<file path="src/rtl/csr_access_controller_if.sv">
// Request/response/CSR-bank signal bundle for csr_access_controller.
// slave modport: controller side. master modport: requesters, response consumer and CSR bank.
interface csr_access_controller_if #(
  parameter int ADDR_W = 12,
  parameter int DATA_W = 32
);
  logic              core_req_valid_in;
  logic              core_req_ready_out;
  logic [ADDR_W-1:0] core_req_addr_in;
  logic [1:0]        core_req_op_in;
  logic [DATA_W-1:0] core_req_wdata_in;

  logic              dbg_req_valid_in;
  logic              dbg_req_ready_out;
  logic [ADDR_W-1:0] dbg_req_addr_in;
  logic [1:0]        dbg_req_op_in;
  logic [DATA_W-1:0] dbg_req_wdata_in;

  logic              rsp_valid_out;
  logic              rsp_ready_in;
  logic              rsp_id_out;
  logic [DATA_W-1:0] rsp_rdata_out;
  logic              rsp_err_out;

  logic [ADDR_W-1:0] csr_addr_out;
  logic [DATA_W-1:0] csr_rdata_in;
  logic              csr_wr_en_out;
  logic [DATA_W-1:0] csr_wdata_out;

  logic              busy_out;

  modport slave (
    input  core_req_valid_in, core_req_addr_in, core_req_op_in, core_req_wdata_in,
    output core_req_ready_out,
    input  dbg_req_valid_in, dbg_req_addr_in, dbg_req_op_in, dbg_req_wdata_in,
    output dbg_req_ready_out,
    output rsp_valid_out, rsp_id_out, rsp_rdata_out, rsp_err_out,
    input  rsp_ready_in,
    output csr_addr_out, csr_wr_en_out, csr_wdata_out,
    input  csr_rdata_in,
    output busy_out
  );

  modport master (
    output core_req_valid_in, core_req_addr_in, core_req_op_in, core_req_wdata_in,
    input  core_req_ready_out,
    output dbg_req_valid_in, dbg_req_addr_in, dbg_req_op_in, dbg_req_wdata_in,
    input  dbg_req_ready_out,
    input  rsp_valid_out, rsp_id_out, rsp_rdata_out, rsp_err_out,
    output rsp_ready_in,
    input  csr_addr_out, csr_wr_en_out, csr_wdata_out,
    output csr_rdata_in,
    input  busy_out
  );
endinterface

</file>
<file path="src/rtl/csr_access_controller.sv">
// CSR read-modify-write sequencer: round-robin arbitration between core and debug
// requesters, fixed IDLE -> READ -> WRITE -> RESP sequence, one write strobe per op.
// Optional macro CSR_ACCESS_CHECK_EN enables implemented-address and read-only checks.
module csr_access_controller #(
  parameter int ADDR_W = 12,
  parameter int DATA_W = 32
) (
  input logic                    clk_in,
  input logic                    rst_in,
  csr_access_controller_if.slave bus
);

  typedef enum logic [1:0] {IDLE, READ, WRITE, RESP} state_t;
  typedef enum logic [1:0] {OP_READ, OP_RW, OP_RS, OP_RC} op_t;

  state_t            state, state_nxt;
  logic              core_grant, dbg_grant;
  logic              last_dbg;
  logic [ADDR_W-1:0] addr_q;
  op_t               op_q;
  logic [DATA_W-1:0] wdata_q;
  logic              id_q;
  logic [DATA_W-1:0] old_q;
  logic              write_attempt;
  logic [DATA_W-1:0] new_value;
  logic [DATA_W-1:0] read_value;
  logic              access_err;
  logic              err_q;

`ifdef CSR_ACCESS_CHECK_EN
  function automatic logic is_implemented(input logic [ADDR_W-1:0] a);
    logic [11:0] a12;
    a12 = a[11:0];
    return a12 inside {[12'hC00:12'hC02], [12'hC80:12'hC82], 12'h300, 12'h301,
                       12'h304, 12'h305, 12'h320, [12'h340:12'h344],
                       12'hB00, 12'hB02, 12'hB80, 12'hB82};
  endfunction
`endif

  // Round-robin grant: contested cycles go to whichever requester was not granted last.
  always_comb begin
    core_grant = 1'b0;
    dbg_grant  = 1'b0;
    if (state == IDLE) begin
      core_grant = bus.core_req_valid_in && (!bus.dbg_req_valid_in || last_dbg);
      dbg_grant  = bus.dbg_req_valid_in && (!bus.core_req_valid_in || !last_dbg);
    end
  end

  // Write intent and value merge from the latched op and captured old value.
  always_comb begin
    write_attempt = (op_q == OP_RW) ||
                    (((op_q == OP_RS) || (op_q == OP_RC)) && (wdata_q != '0));
    new_value = old_q;
    case (op_q)
      OP_RW:   new_value = wdata_q;
      OP_RS:   new_value = old_q | wdata_q;
      OP_RC:   new_value = old_q & ~wdata_q;
      default: new_value = old_q;
    endcase
  end

  // Access check evaluated during READ; unimplemented addresses read back as zero.
  always_comb begin
    read_value = bus.csr_rdata_in;
    access_err = 1'b0;
`ifdef CSR_ACCESS_CHECK_EN
    if (!is_implemented(addr_q)) begin
      read_value = '0;
      access_err = 1'b1;
    end else if (write_attempt && (addr_q[11:10] == 2'b11)) begin
      access_err = 1'b1;
    end
`endif
  end

  // State register.
  always_ff @(posedge clk_in or posedge rst_in) begin
    if (rst_in) state <= IDLE;
    else        state <= state_nxt;
  end

  // Next-state logic: fixed one-cycle READ and WRITE, RESP waits for the consumer.
  always_comb begin
    state_nxt = state;
    case (state)
      IDLE:    if (core_grant || dbg_grant) state_nxt = READ;
      READ:    state_nxt = WRITE;
      WRITE:   state_nxt = RESP;
      RESP:    if (bus.rsp_ready_in) state_nxt = IDLE;
      default: state_nxt = IDLE;
    endcase
  end

  // Request latch, arbitration history and old-value capture.
  always_ff @(posedge clk_in or posedge rst_in) begin
    if (rst_in) begin
      last_dbg <= 1'b1;
      addr_q   <= '0;
      op_q     <= OP_READ;
      wdata_q  <= '0;
      id_q     <= 1'b0;
      old_q    <= '0;
      err_q    <= 1'b0;
    end else begin
      if (core_grant) begin
        last_dbg <= 1'b0;
        addr_q   <= bus.core_req_addr_in;
        op_q     <= op_t'(bus.core_req_op_in);
        wdata_q  <= bus.core_req_wdata_in;
        id_q     <= 1'b0;
      end else if (dbg_grant) begin
        last_dbg <= 1'b1;
        addr_q   <= bus.dbg_req_addr_in;
        op_q     <= op_t'(bus.dbg_req_op_in);
        wdata_q  <= bus.dbg_req_wdata_in;
        id_q     <= 1'b1;
      end
      if (state == READ) begin
        old_q <= read_value;
        err_q <= access_err;
      end
    end
  end

  assign bus.core_req_ready_out = core_grant;
  assign bus.dbg_req_ready_out  = dbg_grant;
  assign bus.csr_addr_out       = addr_q;
  assign bus.csr_wdata_out      = new_value;
  assign bus.csr_wr_en_out      = (state == WRITE) && write_attempt && !err_q;
  assign bus.rsp_valid_out      = (state == RESP);
  assign bus.rsp_id_out         = id_q;
  assign bus.rsp_rdata_out      = old_q;
  assign bus.busy_out           = (state != IDLE);
`ifdef CSR_ACCESS_CHECK_EN
  assign bus.rsp_err_out        = err_q;
`else
  assign bus.rsp_err_out        = 1'b0;
`endif

endmodule
</file>
<file path="src/flat_wrapper.sv">
// flat-port wrapper written by rule: the top's interface ports become plain ports
module csr_access_controller_flat 
#(
  parameter int ADDR_W = 12,
  parameter int DATA_W = 32
)
  (clk_in, rst_in, bus_core_req_valid_in, bus_core_req_addr_in, bus_core_req_op_in, bus_core_req_wdata_in, bus_core_req_ready_out, bus_dbg_req_valid_in, bus_dbg_req_addr_in, bus_dbg_req_op_in, bus_dbg_req_wdata_in, bus_dbg_req_ready_out, bus_rsp_valid_out, bus_rsp_id_out, bus_rsp_rdata_out, bus_rsp_err_out, bus_rsp_ready_in, bus_csr_addr_out, bus_csr_wr_en_out, bus_csr_wdata_out, bus_csr_rdata_in, bus_busy_out);
  csr_access_controller_if #(.ADDR_W(ADDR_W), .DATA_W(DATA_W)) bus_i ();
  input logic clk_in;
  input logic rst_in;
  input wire logic [$bits(bus_i.core_req_valid_in)-1:0] bus_core_req_valid_in;
  input wire logic [$bits(bus_i.core_req_addr_in)-1:0] bus_core_req_addr_in;
  input wire logic [$bits(bus_i.core_req_op_in)-1:0] bus_core_req_op_in;
  input wire logic [$bits(bus_i.core_req_wdata_in)-1:0] bus_core_req_wdata_in;
  output wire logic [$bits(bus_i.core_req_ready_out)-1:0] bus_core_req_ready_out;
  input wire logic [$bits(bus_i.dbg_req_valid_in)-1:0] bus_dbg_req_valid_in;
  input wire logic [$bits(bus_i.dbg_req_addr_in)-1:0] bus_dbg_req_addr_in;
  input wire logic [$bits(bus_i.dbg_req_op_in)-1:0] bus_dbg_req_op_in;
  input wire logic [$bits(bus_i.dbg_req_wdata_in)-1:0] bus_dbg_req_wdata_in;
  output wire logic [$bits(bus_i.dbg_req_ready_out)-1:0] bus_dbg_req_ready_out;
  output wire logic [$bits(bus_i.rsp_valid_out)-1:0] bus_rsp_valid_out;
  output wire logic [$bits(bus_i.rsp_id_out)-1:0] bus_rsp_id_out;
  output wire logic [$bits(bus_i.rsp_rdata_out)-1:0] bus_rsp_rdata_out;
  output wire logic [$bits(bus_i.rsp_err_out)-1:0] bus_rsp_err_out;
  input wire logic [$bits(bus_i.rsp_ready_in)-1:0] bus_rsp_ready_in;
  output wire logic [$bits(bus_i.csr_addr_out)-1:0] bus_csr_addr_out;
  output wire logic [$bits(bus_i.csr_wr_en_out)-1:0] bus_csr_wr_en_out;
  output wire logic [$bits(bus_i.csr_wdata_out)-1:0] bus_csr_wdata_out;
  input wire logic [$bits(bus_i.csr_rdata_in)-1:0] bus_csr_rdata_in;
  output wire logic [$bits(bus_i.busy_out)-1:0] bus_busy_out;
  assign bus_i.core_req_valid_in = bus_core_req_valid_in;
  assign bus_i.core_req_addr_in = bus_core_req_addr_in;
  assign bus_i.core_req_op_in = bus_core_req_op_in;
  assign bus_i.core_req_wdata_in = bus_core_req_wdata_in;
  assign bus_core_req_ready_out = bus_i.core_req_ready_out;
  assign bus_i.dbg_req_valid_in = bus_dbg_req_valid_in;
  assign bus_i.dbg_req_addr_in = bus_dbg_req_addr_in;
  assign bus_i.dbg_req_op_in = bus_dbg_req_op_in;
  assign bus_i.dbg_req_wdata_in = bus_dbg_req_wdata_in;
  assign bus_dbg_req_ready_out = bus_i.dbg_req_ready_out;
  assign bus_rsp_valid_out = bus_i.rsp_valid_out;
  assign bus_rsp_id_out = bus_i.rsp_id_out;
  assign bus_rsp_rdata_out = bus_i.rsp_rdata_out;
  assign bus_rsp_err_out = bus_i.rsp_err_out;
  assign bus_i.rsp_ready_in = bus_rsp_ready_in;
  assign bus_csr_addr_out = bus_i.csr_addr_out;
  assign bus_csr_wr_en_out = bus_i.csr_wr_en_out;
  assign bus_csr_wdata_out = bus_i.csr_wdata_out;
  assign bus_i.csr_rdata_in = bus_csr_rdata_in;
  assign bus_busy_out = bus_i.busy_out;
  csr_access_controller #(.ADDR_W(ADDR_W), .DATA_W(DATA_W)) u_core (.clk_in(clk_in), .rst_in(rst_in), .bus(bus_i));
endmodule
</file>
<file path="config.mk">
export PLATFORM = sky130hd
export DESIGN_NAME = csr_access_controller_flat
export DESIGN_NICKNAME = d
export VERILOG_FILES = /design/src/rtl/csr_access_controller_if.sv /design/src/rtl/csr_access_controller.sv /design/src/flat_wrapper.sv
export SDC_FILE = /design/constraint.sdc
export NUM_CORES = 1
export LEC_CHECK = 0
export BUFFER_PORTS_ARGS = -buffer_cell sky130_fd_sc_hd__buf_2
export CORE_AREA = 5 5 103 105
export CTS_CLUSTER_SIZE = 8
export DETAILED_ROUTE_END_ITERATION = 16
export DIE_AREA = 0 0 108 110
export GPL_TIMING_DRIVEN = 1
export PLACE_DENSITY_LB_ADDON = 0.2
export SYNTH_ARGS = -nofsm -noshare
export SYNTH_HDL_FRONTEND = slang
export SYNTH_SLANG_ARGS = --single-unit
</file>
<file path="constraint.sdc">
create_clock -name clk_in -period 3.03 [get_ports clk_in]
set_input_delay 0.1515 -clock clk_in [delete_from_list [all_inputs] [get_ports clk_in]]
set_output_delay 0.1515 -clock clk_in [all_outputs]
set_load 0.1 [all_outputs]
</file>
==> reports/metrics.yaml, run 1 <==
run_status:
  status: "complete, no violations"
timing:
  finalHoldViolCount: 0
  maxSlewHeadroom: 0.430
  rsz0062_at_grt: "false"
  tns_ps: 0
  clock.fmax_mhz: 442
  skew_ps: 7.85
  worstMarginPinSlew_ps: 856
  period_needed_ps: 2260
  setup_viol: 0
  maxSlewViolCount: 0
  fin_crit_sh: 0.747
critical_path:
  slowest_delay_ps: 350
  cp.depth: 6
  critical_path_class: "flip-flop to output port"
  crit_buf_inv: 3
  cpLargestDelayFamily: "buffers and inverters"
  r2r_end: "u_core.wdata_q[31]"
  endpoint_kind: "output port"
  rr_worst_depth: 6
  r2r-start: "u_core.state[0]"
  rrSetupSlack_ps: 960
  critPathLaunchType: "flip-flop"
  cp_max_fo: 23
  worst_path_max_delay_cell: "dfrtp_1"
  startpoint: "u_core.op_q[0]"
  crit_chain: "buf_4 -> or2_1 -> buf_4 -> a21oi_1 -> a21oi_1 -> buf_12"
  crit_path_end: "bus_csr_wdata_out[14]"
  cp_data_arrival_time_ps: 2110
  cp.required_ps: 2880
cts:
  clock_tree.htree_level_count: 3
  clock-sinks: 82
  root_buffer: "clkbuf_8"
  cts_buffers: 9
  cts_resized: 0
  cts_setup_buffers: 0
  clk_latency_ps: 340
  clockBufferDepth: 2
  clkTransAtPathRegs_ps: 90
  cts_tree: "built"
place:
  io_buffers: 210
  dp_hpwl_um: 9680
  routabilityCongestion: 0.825
route:
  wire_per_inst_um: 16.6
  ant_nets: 0
  routed_via_density: 5.07
  drtIter0Drc: 95
  first_pass_iters: 4
  vias: 3825
  drt-total-wl_um: 12600
  drc: 0
synthesis:
  yosysSeqAreaShare: 0.479
  ys_ff_latch: 82
  syn_inst: 415
  synth_fa_ha_area_frac: 0.0146
  synthSimpleGateAreaFrac: 0.0668
  synth.distinct_cells: 29
  synthXorXnorAreaFrac: 0.0551
  ys_warn_count: 0
  syn_avg_cell_area_um2: 10.3
  synth_compound_area_frac: 0.144
  synth_nets: 549
  synth_area_um2: 4290
  synth_top_family_by_area: "multiplexers"
  synthMuxAreaShare: 0.191
finish:
  n_antenna_cell: 0
  fillers: 831
  finalNetCount: 751
  drive_gt1_frac: 0.436
  syn_to_final_growth_pct: 40.9
die:
  fp-row-count: 36
  coreArea_um2: 9550
  io_pins: 212
  die_height_um: 110
  die_area_um2: 11900
  die_w_um: 108
  start_util: 0.449
min_path:
  hold_path_class: "input port to flip-flop"
  hp-start: "bus_csr_rdata_in[12]"
grt:
  grt_pass1_wl_um: 19400
  grt_pass1_vias: 3949
  grt_usage: 0.209
  antenna_found_initial: 0
  gr-total-overflow: 0
  grt_start_max_net_pins: 43
run:
  drv_cap: 0
-- layout make-up --
| cell class | count | area, um2 | area share |
|---|---|---|---|
| clock buffers | 12 | 135 | 0.0224 |
| clock inverters | 4 | 52.6 | 0.00869 |
| inverters | 8 | 31.3 | 0.00517 |
| multi-input cells | 295 | 2050 | 0.339 |
| flip-flops and latches | 82 | 2050 | 0.340 |
| well taps | 133 | 166 | 0.0275 |
| repair buffers | 221 | 1550 | 0.257 |
-- layout by cell type, fill, tap and decap left out, drive strengths merged, types with 3 or more instances in the layout --
cell type | synthesis | layout
mux2i | 46 | 46
mux2 | 32 | 32
a22o | 6 | 6
inv | 8 | 7
o21ai | 56 | 56
ha | 5 | 5
nand2 | 54 | 54
nor4 | 7 | 7
buf | 22 | 220
clkbuf | 8 | 12
xnor2 | 26 | 26
a21oi | 54 | 54
clkinvlp | 0 | 3
dfrtp | 81 | 81
-- registers in the layout, indices dropped and copies added (netlist names) --
name                      cells
u_core.bus.rsp_id_out         1
u_core.state                  2
u_core.bus.csr_addr_out      12
u_core.bus.rsp_rdata_out     32
u_core.op_q                   2
u_core.last_dbg               1
u_core.wdata_q               32
-- what timing repair did --
action / in CTS / in global routing
endpoints found under the setup margin: 0 / 0
endpoints found under the hold margin: 39 / 0
hold buffers: 1 / 0
-- stage by stage --
step           worst slack (ps)   util  hold WS (ps)  cells  area (um2)
5_1_grt                     596  0.633          20.5    755        6050
3_3_place_gp               1050  0.612           287    738        5850
4_1_cts                     724  0.633          14.2    755        6050
2_1_floorplan               386      -           286    415        4290
3_5_place_dp                952  0.612           292    738        5850
6_report                    767  0.633          31.6    755        6050
-- how the worst min path moves through the flow --
stage | endpoint | slack [ps] | cells after the start
2_1_floorplan | u_core.bus.rsp_rdata_out[18] | 290 | 1
3_3_place_gp | u_core.bus.csr_addr_out[8] | 290 | 2
3_5_place_dp | u_core.bus.csr_addr_out[8] | 290 | 2
4_1_cts | u_core.bus.rsp_rdata_out[3] | 10 | 2
5_1_grt | u_core.bus.rsp_rdata_out[3] | 20 | 2
6_report | u_core.bus.rsp_rdata_out[12] | 30 | 2
-- cell usage after synthesis (all sizes together) --
library cell | n | area (um2)
a21oi | 54 | 274
a22o | 6 | 52.6
buf | 22 | 148
clkbuf | 8 | 30.0
conb | 1 | 3.75
dfrtp | 81 | 2030
dfstp | 1 | 26.3
ha | 5 | 62.6
inv | 8 | 30.0
mux2 | 32 | 360
mux2i | 46 | 460
nand2 | 54 | 203
nand3 | 1 | 5.00
nand4 | 1 | 6.26
nor2b | 1 | 6.26
nor4 | 7 | 43.8
nor4b | 1 | 8.76
o211ai | 1 | 12.5
o21ai | 56 | 280
or2 | 1 | 6.26
or4 | 1 | 7.51
xnor2 | 26 | 228
xor2 | 1 | 8.76
-- logic make-up (layout without fill, tap and decap cells) --
logic type	after synthesis	count (layout)
compound gates	117	117
xor+xnor	27	27
fa+ha+maj	5	5
buf+inv	38	245
flops	82	82
mux	78	78
other cells	1	1
simple gates	67	67
-- metal layers --
layer  global-route usage  share of wire  vias up  wire length [um]
met3               0.0425          0.085        8              1070
met4               0.0604         0.0073        0                92
met2                0.361           0.49      148              6180
met1                0.267           0.42     1806              5220
li1                     -              -     1863                 -
met5                    0              0        -                 0
Power of run 1 is left out: the tool's default activity adds up to more than one toggle a clock period on the data nets, which glitch-free logic cannot reach.
==> run 2, diff against run 1 <==
--- a/config.mk
+++ b/config.mk
@@ -6,10 +6,10 @@
 export NUM_CORES = 1
 export LEC_CHECK = 0
 export BUFFER_PORTS_ARGS = -buffer_cell sky130_fd_sc_hd__buf_2
-export CORE_AREA = 5 5 103 105
+export CORE_AREA = 5 5 108 110
 export CTS_CLUSTER_SIZE = 8
 export DETAILED_ROUTE_END_ITERATION = 16
-export DIE_AREA = 0 0 108 110
+export DIE_AREA = 0 0 113 115
 export GPL_TIMING_DRIVEN = 1
 export PLACE_DENSITY_LB_ADDON = 0.2
 export SYNTH_ARGS = -nofsm -noshare
==> constraint.sdc (replaced) <==
create_clock -name clk_in -period 1.9 [get_ports clk_in]
set_input_delay 0.095 -clock clk_in [delete_from_list [all_inputs] [get_ports clk_in]]
set_output_delay 0.095 -clock clk_in [all_outputs]
set_load 0.1 [all_outputs]
==> reports/metrics.yaml, run 2 (synthesis gave the netlist of run 1 again) <==
finish:
  finalNetCount: 798
  drive_gt1_frac: 0.521
  final_cell_mix: "175 x buf_2, 79 x dfrtp_1, 54 x nand2_1"
  final_common_cell: "buf_2"
  fin_area_um2: 7160
  syn_to_final_growth_pct: 66.9
  n_antenna_cell: 0
  fillers: 817
timing:
  fin_ws_ps: -61.4
  setup_viol: 1
  rsz0062_at_grt: "true"
  worstMarginPinSlew_ps: 542
  skew_ps: 4.31
  clock.fmax_mhz: 510
  fin_crit_sh: 1.03
  maxSlewViolCount: 0
  period_needed_ps: 1960
  finalHoldViolCount: 0
  maxSlewHeadroom: 0.638
critical_path:
  cp_max_fo: 4
  cp.required_ps: 1800
  critical_path_class: "flip-flop to output port"
  r2r_end: "u_core.wdata_q[19]"
  cp_data_arrival_time_ps: 1870
  rr_worst_depth: 7
  critPathLaunchType: "flip-flop"
  rrSetupSlack_ps: 190
  endpoint_kind: "output port"
  r2r-start: "u_core.state[0]"
grt:
  grt_pass1_vias: 4325
  grt_usage: 0.210
  gr-total-overflow: 0
  grt_start_max_net_pins: 83
  grt_pass1_wl_um: 21600
  antenna_found_initial: 0
cts:
  cts_tree: "built"
  clk_latency_ps: 350
  clock_tree.htree_level_count: 3
  root_buffer: "clkbuf_8"
  clkTransAtPathRegs_ps: 80
  clock-sinks: 82
  cts_buffers: 9
  clockBufferDepth: 2
min_path:
  hold_path_class: "input port to flip-flop"
  hp-start: "bus_core_req_addr_in[2]"
  min_to: "u_core.bus.csr_addr_out[2]"
  holdPathStages: 3
place:
  dp_hpwl_um: 9820
  placed_area_um2: 6360
  routabilityCongestion: 0.773
  io_buffers: 210
die:
  fp-row-count: 38
  coreArea_um2: 10600
  die_height_um: 115
  die_area_um2: 13000
  die_w_um: 113
  io_pins: 212
  start_util: 0.405
route:
  wire_per_inst_um: 16.7
  drt-total-wl_um: 13500
  first_pass_iters: 4
  routed_via_density: 4.94
  drc: 0
  drtIter0Drc: 113
  vias: 3988
  ant_nets: 0
run_status:
  violations: "setup timing"
  status: "complete, but fails checks"
run:
  drv_cap: 0
run 2: worst max-delay path, stage by stage (launching register included):
cell	delay (ps)
dfrtp_1	430
nor4_1	350
nand4_1	210
nor4_2	220
a21oi_2	120
buf_12	180
run 2: final cells by class:
class | instances | area (um2) | area share
Sequential cell | 82 | 2060 | 0.287
Tap cell | 140 | 175 | 0.0245
Clock buffer | 13 | 169 | 0.0236
Inverter | 8 | 33.8 | 0.00472
Multi-Input combinational cell | 295 | 2500 | 0.350
Clock inverter | 2 | 35.0 | 0.00489
Timing Repair Buffer | 268 | 2190 | 0.306
run 2: per-stage QoR:
stage	setup TNS, ps	utilization	setup slack [ps]	hold WS, ps	cells
floorplan	-138	-	-138	230	415
global placement	0	0.600	130	255	750
detailed placement	0	0.600	91.8	236	750
CTS	-153	0.670	-57.6	0.463	808
global route	-197	0.675	-133	12.7	808
finish	-61.4	0.675	-61.4	12.5	808
run 2: how the worst max path moves through the flow:
stage	startpoint	end	slack [ps]	cells past startpoint
3_3_place_gp	u_core.wdata_q[6]	bus_csr_wr_en_out	130	5
4_1_cts	u_core.wdata_q[11]	bus_csr_wr_en_out	-60	4
3_5_place_dp	u_core.wdata_q[6]	bus_csr_wr_en_out	90	5
6_report	u_core.wdata_q[0]	bus_csr_wr_en_out	-60	5
5_1_grt	u_core.wdata_q[13]	bus_csr_wr_en_out	-130	4
2_1_floorplan	u_core.op_q[0]	bus_csr_wdata_out[0]	-140	3
run 2: per-layer routing:
layer / GRT usage / vias up / part of all wire
li1: - / 1948 / -
met3: 0.0458 / 22 / 0.072
met1: 0.254 / 1876 / 0.40
met2: 0.368 / 142 / 0.51
met5: 0 / - / 0
met4: 0.0777 / 0 / 0.020
run 2: repair_timing:
action,in CTS,in global routing
hold buffers,34,0
hold endpoints to repair,114,0
resized for setup,22,15
cloned,1,0
pin swaps,5,0
setup endpoints to repair,27,27
buffers inserted,8,0
Power of run 2 is left out for the same reason.
